--- src/rtl/dds_param_ctrl.sv ---
// dds_param_ctrl: front-panel parameter controller for a DDS core.
// Three debounced active-low keys select and adjust the waveform, frequency
// word, phase offset and amplitude. Up/down keys auto-repeat while held.
// Ports:
//   clk, rst                      - clock, synchronous active-high reset
//   key_mode_n/key_up_n/key_down_n - debounced keys, low = pressed
//   mode        [1:0]  - selected parameter (0 wave,1 freq,2 phase,3 amp)
//   wave_sel    [1:0]  - waveform (0 sine,1 square,2 triangle,3 saw)
//   freq_word   [31:0] - tuning word, saturating at 0 / FREQ_MAX
//   phase_word  [11:0] - phase offset, modulo 4096
//   amp         [7:0]  - amplitude, saturating at 0 / 255
//   cfg_valid          - one-cycle pulse when any configuration value changed

// Per-key press detection and auto-repeat timing.
//   press - key newly low, and not locked out
//   fire  - auto-repeat step due this cycle
//   kill  - abandon any repeat; a still-held key stays locked until released
module dds_key_rep #(
  parameter logic [23:0] HOLD_CYC   = 24'd5_000_000,
  parameter logic [23:0] REPEAT_CYC = 24'd1_000_000
) (
  input  logic clk,
  input  logic rst,
  input  logic key_n,
  input  logic kill,
  output logic press,
  output logic fire
);
  logic        key_q, lock, act, rep_ph;
  logic [23:0] cnt;
  logic [23:0] cnt_inc;

  assign cnt_inc = cnt + 24'd1;
  assign press   = !key_n && key_q && !lock;
  assign fire    = act && !key_n && (cnt_inc == (rep_ph ? REPEAT_CYC : HOLD_CYC));

  always_ff @(posedge clk) begin
    if (rst) begin
      // lock set so a key held through reset needs a release first
      key_q  <= 1'b1;
      lock   <= 1'b1;
      act    <= 1'b0;
      rep_ph <= 1'b0;
      cnt    <= '0;
    end else begin
      key_q <= key_n;
      if (key_n) begin
        lock   <= 1'b0;
        act    <= 1'b0;
        rep_ph <= 1'b0;
        cnt    <= '0;
      end else if (kill) begin
        lock   <= 1'b1;
        act    <= 1'b0;
        rep_ph <= 1'b0;
        cnt    <= '0;
      end else if (press) begin
        act    <= 1'b1;
        rep_ph <= 1'b0;
        cnt    <= '0;
      end else if (fire) begin
        rep_ph <= 1'b1;
        cnt    <= '0;
      end else if (act) begin
        cnt    <= cnt_inc;
      end
    end
  end
endmodule

module dds_param_ctrl #(
  parameter logic [31:0] FREQ_STEP  = 32'd1000,
  parameter logic [31:0] FREQ_MAX   = 32'h7FFF_FFFF,
  parameter logic [31:0] FREQ_RST   = 32'd42950,
  parameter logic [11:0] PHASE_STEP = 12'd256,
  parameter logic [7:0]  AMP_STEP   = 8'd16,
  parameter logic [23:0] HOLD_CYC   = 24'd5_000_000,
  parameter logic [23:0] REPEAT_CYC = 24'd1_000_000
) (
  input  logic        clk,
  input  logic        rst,
  input  logic        key_mode_n,
  input  logic        key_up_n,
  input  logic        key_down_n,
  output logic [1:0]  mode,
  output logic [1:0]  wave_sel,
  output logic [31:0] freq_word,
  output logic [11:0] phase_word,
  output logic [7:0]  amp,
  output logic        cfg_valid
);
  logic mode_q, mode_lock, mode_ev, both, kill;
  logic up_ev, up_fire, dn_ev, dn_fire, step_up, step_dn;

  assign mode_ev = !key_mode_n && mode_q && !mode_lock;
  assign both    = !key_up_n && !key_down_n;
  assign kill    = mode_ev || both;
  assign step_up = (up_ev || up_fire) && !kill;
  assign step_dn = (dn_ev || dn_fire) && !kill;

  dds_key_rep #(.HOLD_CYC(HOLD_CYC), .REPEAT_CYC(REPEAT_CYC)) u_up (
    .clk(clk), .rst(rst), .key_n(key_up_n), .kill(kill), .press(up_ev), .fire(up_fire));
  dds_key_rep #(.HOLD_CYC(HOLD_CYC), .REPEAT_CYC(REPEAT_CYC)) u_dn (
    .clk(clk), .rst(rst), .key_n(key_down_n), .kill(kill), .press(dn_ev), .fire(dn_fire));

  // one guard bit on each saturating path: overflow shows as > limit, underflow as bit 32/8 set
  logic [32:0] f_inc, f_dec;
  logic [8:0]  a_inc, a_dec;
  assign f_inc = {1'b0, freq_word} + {1'b0, FREQ_STEP};
  assign f_dec = {1'b0, freq_word} - {1'b0, FREQ_STEP};
  assign a_inc = {1'b0, amp} + {1'b0, AMP_STEP};
  assign a_dec = {1'b0, amp} - {1'b0, AMP_STEP};

  logic [1:0]  wave_nx;
  logic [31:0] freq_nx;
  logic [11:0] phase_nx;
  logic [7:0]  amp_nx;
  logic        chg;

  always_comb begin
    wave_nx  = wave_sel;
    freq_nx  = freq_word;
    phase_nx = phase_word;
    amp_nx   = amp;
    if (step_up) begin
      case (mode)
        2'd0: wave_nx  = wave_sel + 2'd1;
        2'd1: freq_nx  = (f_inc > {1'b0, FREQ_MAX}) ? FREQ_MAX : f_inc[31:0];
        2'd2: phase_nx = phase_word + PHASE_STEP;
        default: amp_nx = a_inc[8] ? 8'd255 : a_inc[7:0];
      endcase
    end else if (step_dn) begin
      case (mode)
        2'd0: wave_nx  = wave_sel - 2'd1;
        2'd1: freq_nx  = f_dec[32] ? 32'd0 : f_dec[31:0];
        2'd2: phase_nx = phase_word - PHASE_STEP;
        default: amp_nx = a_dec[8] ? 8'd0 : a_dec[7:0];
      endcase
    end
    chg = (wave_nx != wave_sel) || (freq_nx != freq_word) ||
          (phase_nx != phase_word) || (amp_nx != amp);
  end

  always_ff @(posedge clk) begin
    if (rst) begin
      mode_q     <= 1'b1;
      mode_lock  <= 1'b1;
      mode       <= 2'd0;
      wave_sel   <= 2'd0;
      freq_word  <= FREQ_RST;
      phase_word <= 12'd0;
      amp        <= 8'd128;
      cfg_valid  <= 1'b0;
    end else begin
      mode_q     <= key_mode_n;
      if (key_mode_n) mode_lock <= 1'b0;
      if (mode_ev) mode <= mode + 2'd1;
      wave_sel   <= wave_nx;
      freq_word  <= freq_nx;
      phase_word <= phase_nx;
      amp        <= amp_nx;
      cfg_valid  <= chg;
    end
  end
endmodule

--- config.mk ---
export PLATFORM = sky130hd
export DESIGN_NAME = dds_param_ctrl
export DESIGN_NICKNAME = d
export VERILOG_FILES = /design/src/rtl/dds_param_ctrl.sv
export SDC_FILE = /design/constraint.sdc
export NUM_CORES = 1
export LEC_CHECK = 0
export CORE_UTILIZATION = 43
export CTS_BUF_LIST = sky130_fd_sc_hd__clkbuf_4
export CTS_CLUSTER_SIZE = 40
export DETAILED_ROUTE_END_ITERATION = 7
export GPL_TIMING_DRIVEN = 0
export PLACE_DENSITY = 0.71
export SYNTH_ARGS = -nofsm -noshare
export SYNTH_HDL_FRONTEND = slang
export SYNTH_SLANG_ARGS = --single-unit
--- constraint.sdc ---
create_clock -name clk -period 3.6 [get_ports clk]
set_input_delay 0.9 -clock clk [delete_from_list [all_inputs] [get_ports clk]]
set_output_delay 0.9 -clock clk [all_outputs]
set_load 0.01 [all_outputs]
==> key figures <==
Yosys
  • Cell count after synthesis: 1074
  • FF+latch count, synth: 107
  • Sequential area share after synthesis: 27.1%
  • Synth top area cells: dfxtp_1 (27%), nor2_1 (6.1%), xnor2_1 (5.8%)
  • Cell Area, Synth: 7910 um^2
  • Synth top cells by count: nor2_1 (128), nand2_1 (112), dfxtp_1 (107)
  • Synth cell types: 79
  • Most common cell in the synthesized netlist: nor2_1
  • Syn Area/Cell: 7.36 um^2
  • Yosys top cell by area: dfxtp_1
  • Share of the synthesized area in the top cell type: 27.1%
  • Synth Flop Type: dfxtp_1
  • Number of enable flip-flop cells after synthesis: 0
  • FFs w/ async S/R, synth: 0%
  • Yosys synthesis warning count: 0

Routing
  • First-pass DRT Iterations: 8
  • Final ANT Viol Nets: 0
  • Drc violations: 1
  • Total Routed Length: 29800 um
  • Drt initial violations: 921
  • Avg WL per Cell: 21.0 um
  • Via-to-Cell Ratio: 6.35
  • Vias: 8997

Placement
  • Dpl cell area: 8760 um^2
  • Port-buffer cells: 50
  • Dpl cells: 1360
  • Post-DP HPWL: 20600 um
  • Placer Congestion: 1.03

Flow run
  • Number of max-cap violations: 0

Hold path
  • Type of the tightest min-delay check: flop to flop
  • WHS Path Cells: 1
  • Hold endpoint: mode_lock
  • Hold Crit Start: mode_lock

Power and ir drop
  • Design Power: 2.30 mW
  • Power Density: 227 nW/um^2
  • Switch share: 31.3%
  • P_int: 1.58 mW
  • Combinational share of power: 17.2%
  • Sequential power share: 53.2%
  • Switch Pwr: 0.719 mW
  • Worst VDD drop: 0.000161 V
  • Clock power share: 29.6%
  • Leakage: 3.41 nW

Clocking
  • H-tree depth: 3
  • CTS root buf: clkbuf_4
  • CTS max path bufs: 2
  • Hold buffers post-CTS: 0
  • Clock latency on the worst-skew pair: 0.51 ns
  • # clock sinks: 107
  • Clk slew on worst S/H paths: 0.18 ns
  • CTS tree: built
  • Total CTS buffers: 9

Global routing
  • Initial antenna violation count: 1
  • GRT Total Usage: 31.5%
  • First-pass GRT wire length: 45600 um
  • Top Usage Layer GRT: met2
  • Grt ovf: 0
  • Number of global-route vias before repair: 8391
  • M3 GR Usage: 6.36%
  • GRT met1 Usage: 38.4%
  • Met2 Track Usage GR: 50.8%
  • Pin count of the biggest net entering global routing: 19

Die
  • # IOs: 62
  • Standard-cell rows: 49
  • Die Y-Extent: 138 um
  • Initial core utilization: 44.0%
  • Die Wd: 138 um
  • Placeable core area: 18000 um^2
  • Die ar.: 18900 um^2

Timing
  • Max_slew headroom: 32.3%
  • Final slew viol count: 0
  • Clk_skew: 0.0136 ns
  • Slew @ Worst Pin: 1.01 ns
  • Final worst-path cycle share: 111%
  • Unrepaired setup endpoints after global routing: yes
  • Final hold vios: 0
  • Post-layout min period: 3.98 ns
  • Final setup fails: 7
  • FMAX: 251 MHz
  • Fin worst setup slack: -0.380 ns

Status
  • Failing checks: design-rule violations, negative setup slack
  • Outcome: finished with violations

Critical path
  • Critical Path Fanout Max: 6
  • Crit end category: flop
  • RR Startpoint: u_up.cnt[1]
  • Reg2reg end: cfg_valid
  • Startpoint type of the worst setup path: flop
  • R2R Setup Slk: -0.38 ns
  • Critical Path AT: 4.35 ns
  • Setup CP Type: flop to flop
  • Worst R2R Path Depth: 15
  • Critical Path RT: 3.97 ns

Final layout
  • Share of layout cells above drive strength 1: 21.1%
  • P&R area growth vs syn: 28.1%
  • Non-Filler Instances: 1417
  • Nets: 1202
  • Final Cell Area: 10100 um^2
worst max-delay path: stages, from the launching register on:
cell and delay, ns:
dfxtp_4 0.40, buf_6 0.11, buf_4 0.11, nand4_1 0.12
o21ai_1 0.11, a31oi_1 0.10, or4_1 0.55, or4_4 0.59
or3_4 0.41, a211oi_4 0.31, buf_6 0.19, a221oi_4 0.09
nor3_4 0.21, nand4_1 0.14, nor4_2 0.21, a41oi_2 0.20
power by group through the flow:
stage | clock, mW | combinational, mW | sequential, mW
3_3_place_gp | 0 | 0.311 | 1.25
6_report | 0.680 | 0.394 | 1.22
4_1_cts | 0.698 | 0.364 | 1.22
2_1_floorplan | 0 | 0.191 | 1.26
3_5_place_dp | 0 | 0.311 | 1.25
5_1_grt | 0.730 | 0.412 | 1.23
layer usage:
metal | wire, um | part of all wire (%)
met1 | 12200 | 41
met2 | 13700 | 46
met3 | 2270 | 7.6
met4 | 1610 | 5.4
met5 | 0 | 0
flip-flops by register name, summed over array words and instances (netlist names), 2 cells and up:
| name | count |
|---|---|
| u_up.cnt | 24 |
| u_dn.cnt | 24 |
| wave_sel | 2 |
| freq_word | 32 |
| mode | 2 |
| amp | 8 |
| phase_word | 4 |
through the flow:
stage	utilization [%]	worst slack [ns]	setup TNS (ns)	hold WS [ns]
floorplan	-	-0.191	-0.329	0.418
global placement	48.8	-1.88	-56.21	0.427
detailed placement	48.8	-1.87	-53.51	0.436
CTS	54.6	-0.224	-0.593	0.486
global route	56.4	-0.491	-4.07	0.529
finish	56.4	-0.380	-0.657	0.489
kinds of logic (layout without fill, tap and decap cells):
group	Yosys count	in the layout	synth area share, %
compound gates	241	241	21.5
xor+xnor	98	98	10.9
buf+inv	118	224	6.17
fa+ha+maj	14	14	2.22
other cells	1	9	0.0474
flops	107	107	27.1
simple gates	487	487	31.1
mux	8	8	1.01
how the worst max path moves through the flow:
stage / from / end
2_1_floorplan: key_up_n / cfg_valid
3_3_place_gp: key_mode_n / cfg_valid
3_5_place_dp: key_mode_n / cfg_valid
4_1_cts: u_up.cnt[1] / cfg_valid
5_1_grt: u_up.cnt[1] / cfg_valid
6_report: u_up.cnt[1] / cfg_valid
cell usage in the layout, fill, tap and decap left out, types with 18 or more instances in the layout:
cell | synthesis | final
nand2_1 | 112 | 102
nor3_1 | 39 | 34
o21ai_0 | 47 | 44
buf_4 | 10 | 59
xor2_1 | 46 | 46
nand4_1 | 36 | 36
inv_1 | 32 | 31
nand3_1 | 46 | 40
xnor2_1 | 52 | 52
clkbuf_1 | 66 | 30
a21oi_1 | 47 | 42
dfxtp_2 | 0 | 18
clkdlybuf4s50_1 | 0 | 50
dfxtp_1 | 107 | 76
nor2_1 | 128 | 124
what timing repair did:
action,in CTS,in global routing
gates resized for setup,160,78
pin swaps,40,9
gates cloned,1,1
setup buffers,47,7
endpoints found under the setup margin,91,66
cell type report:
class	instances	area (um^2)
fillers	1728	7840
diodes	1	2.50
repair buffers	106	968
clock buffers	9	67.6
plain buffers	71	447
inverters	32	124
clock inverters	6	71.3
well taps	229	287
flip-flops and latches	107	2210
multi-input cells	856	5940
Power figures use the tool's default switching activity.
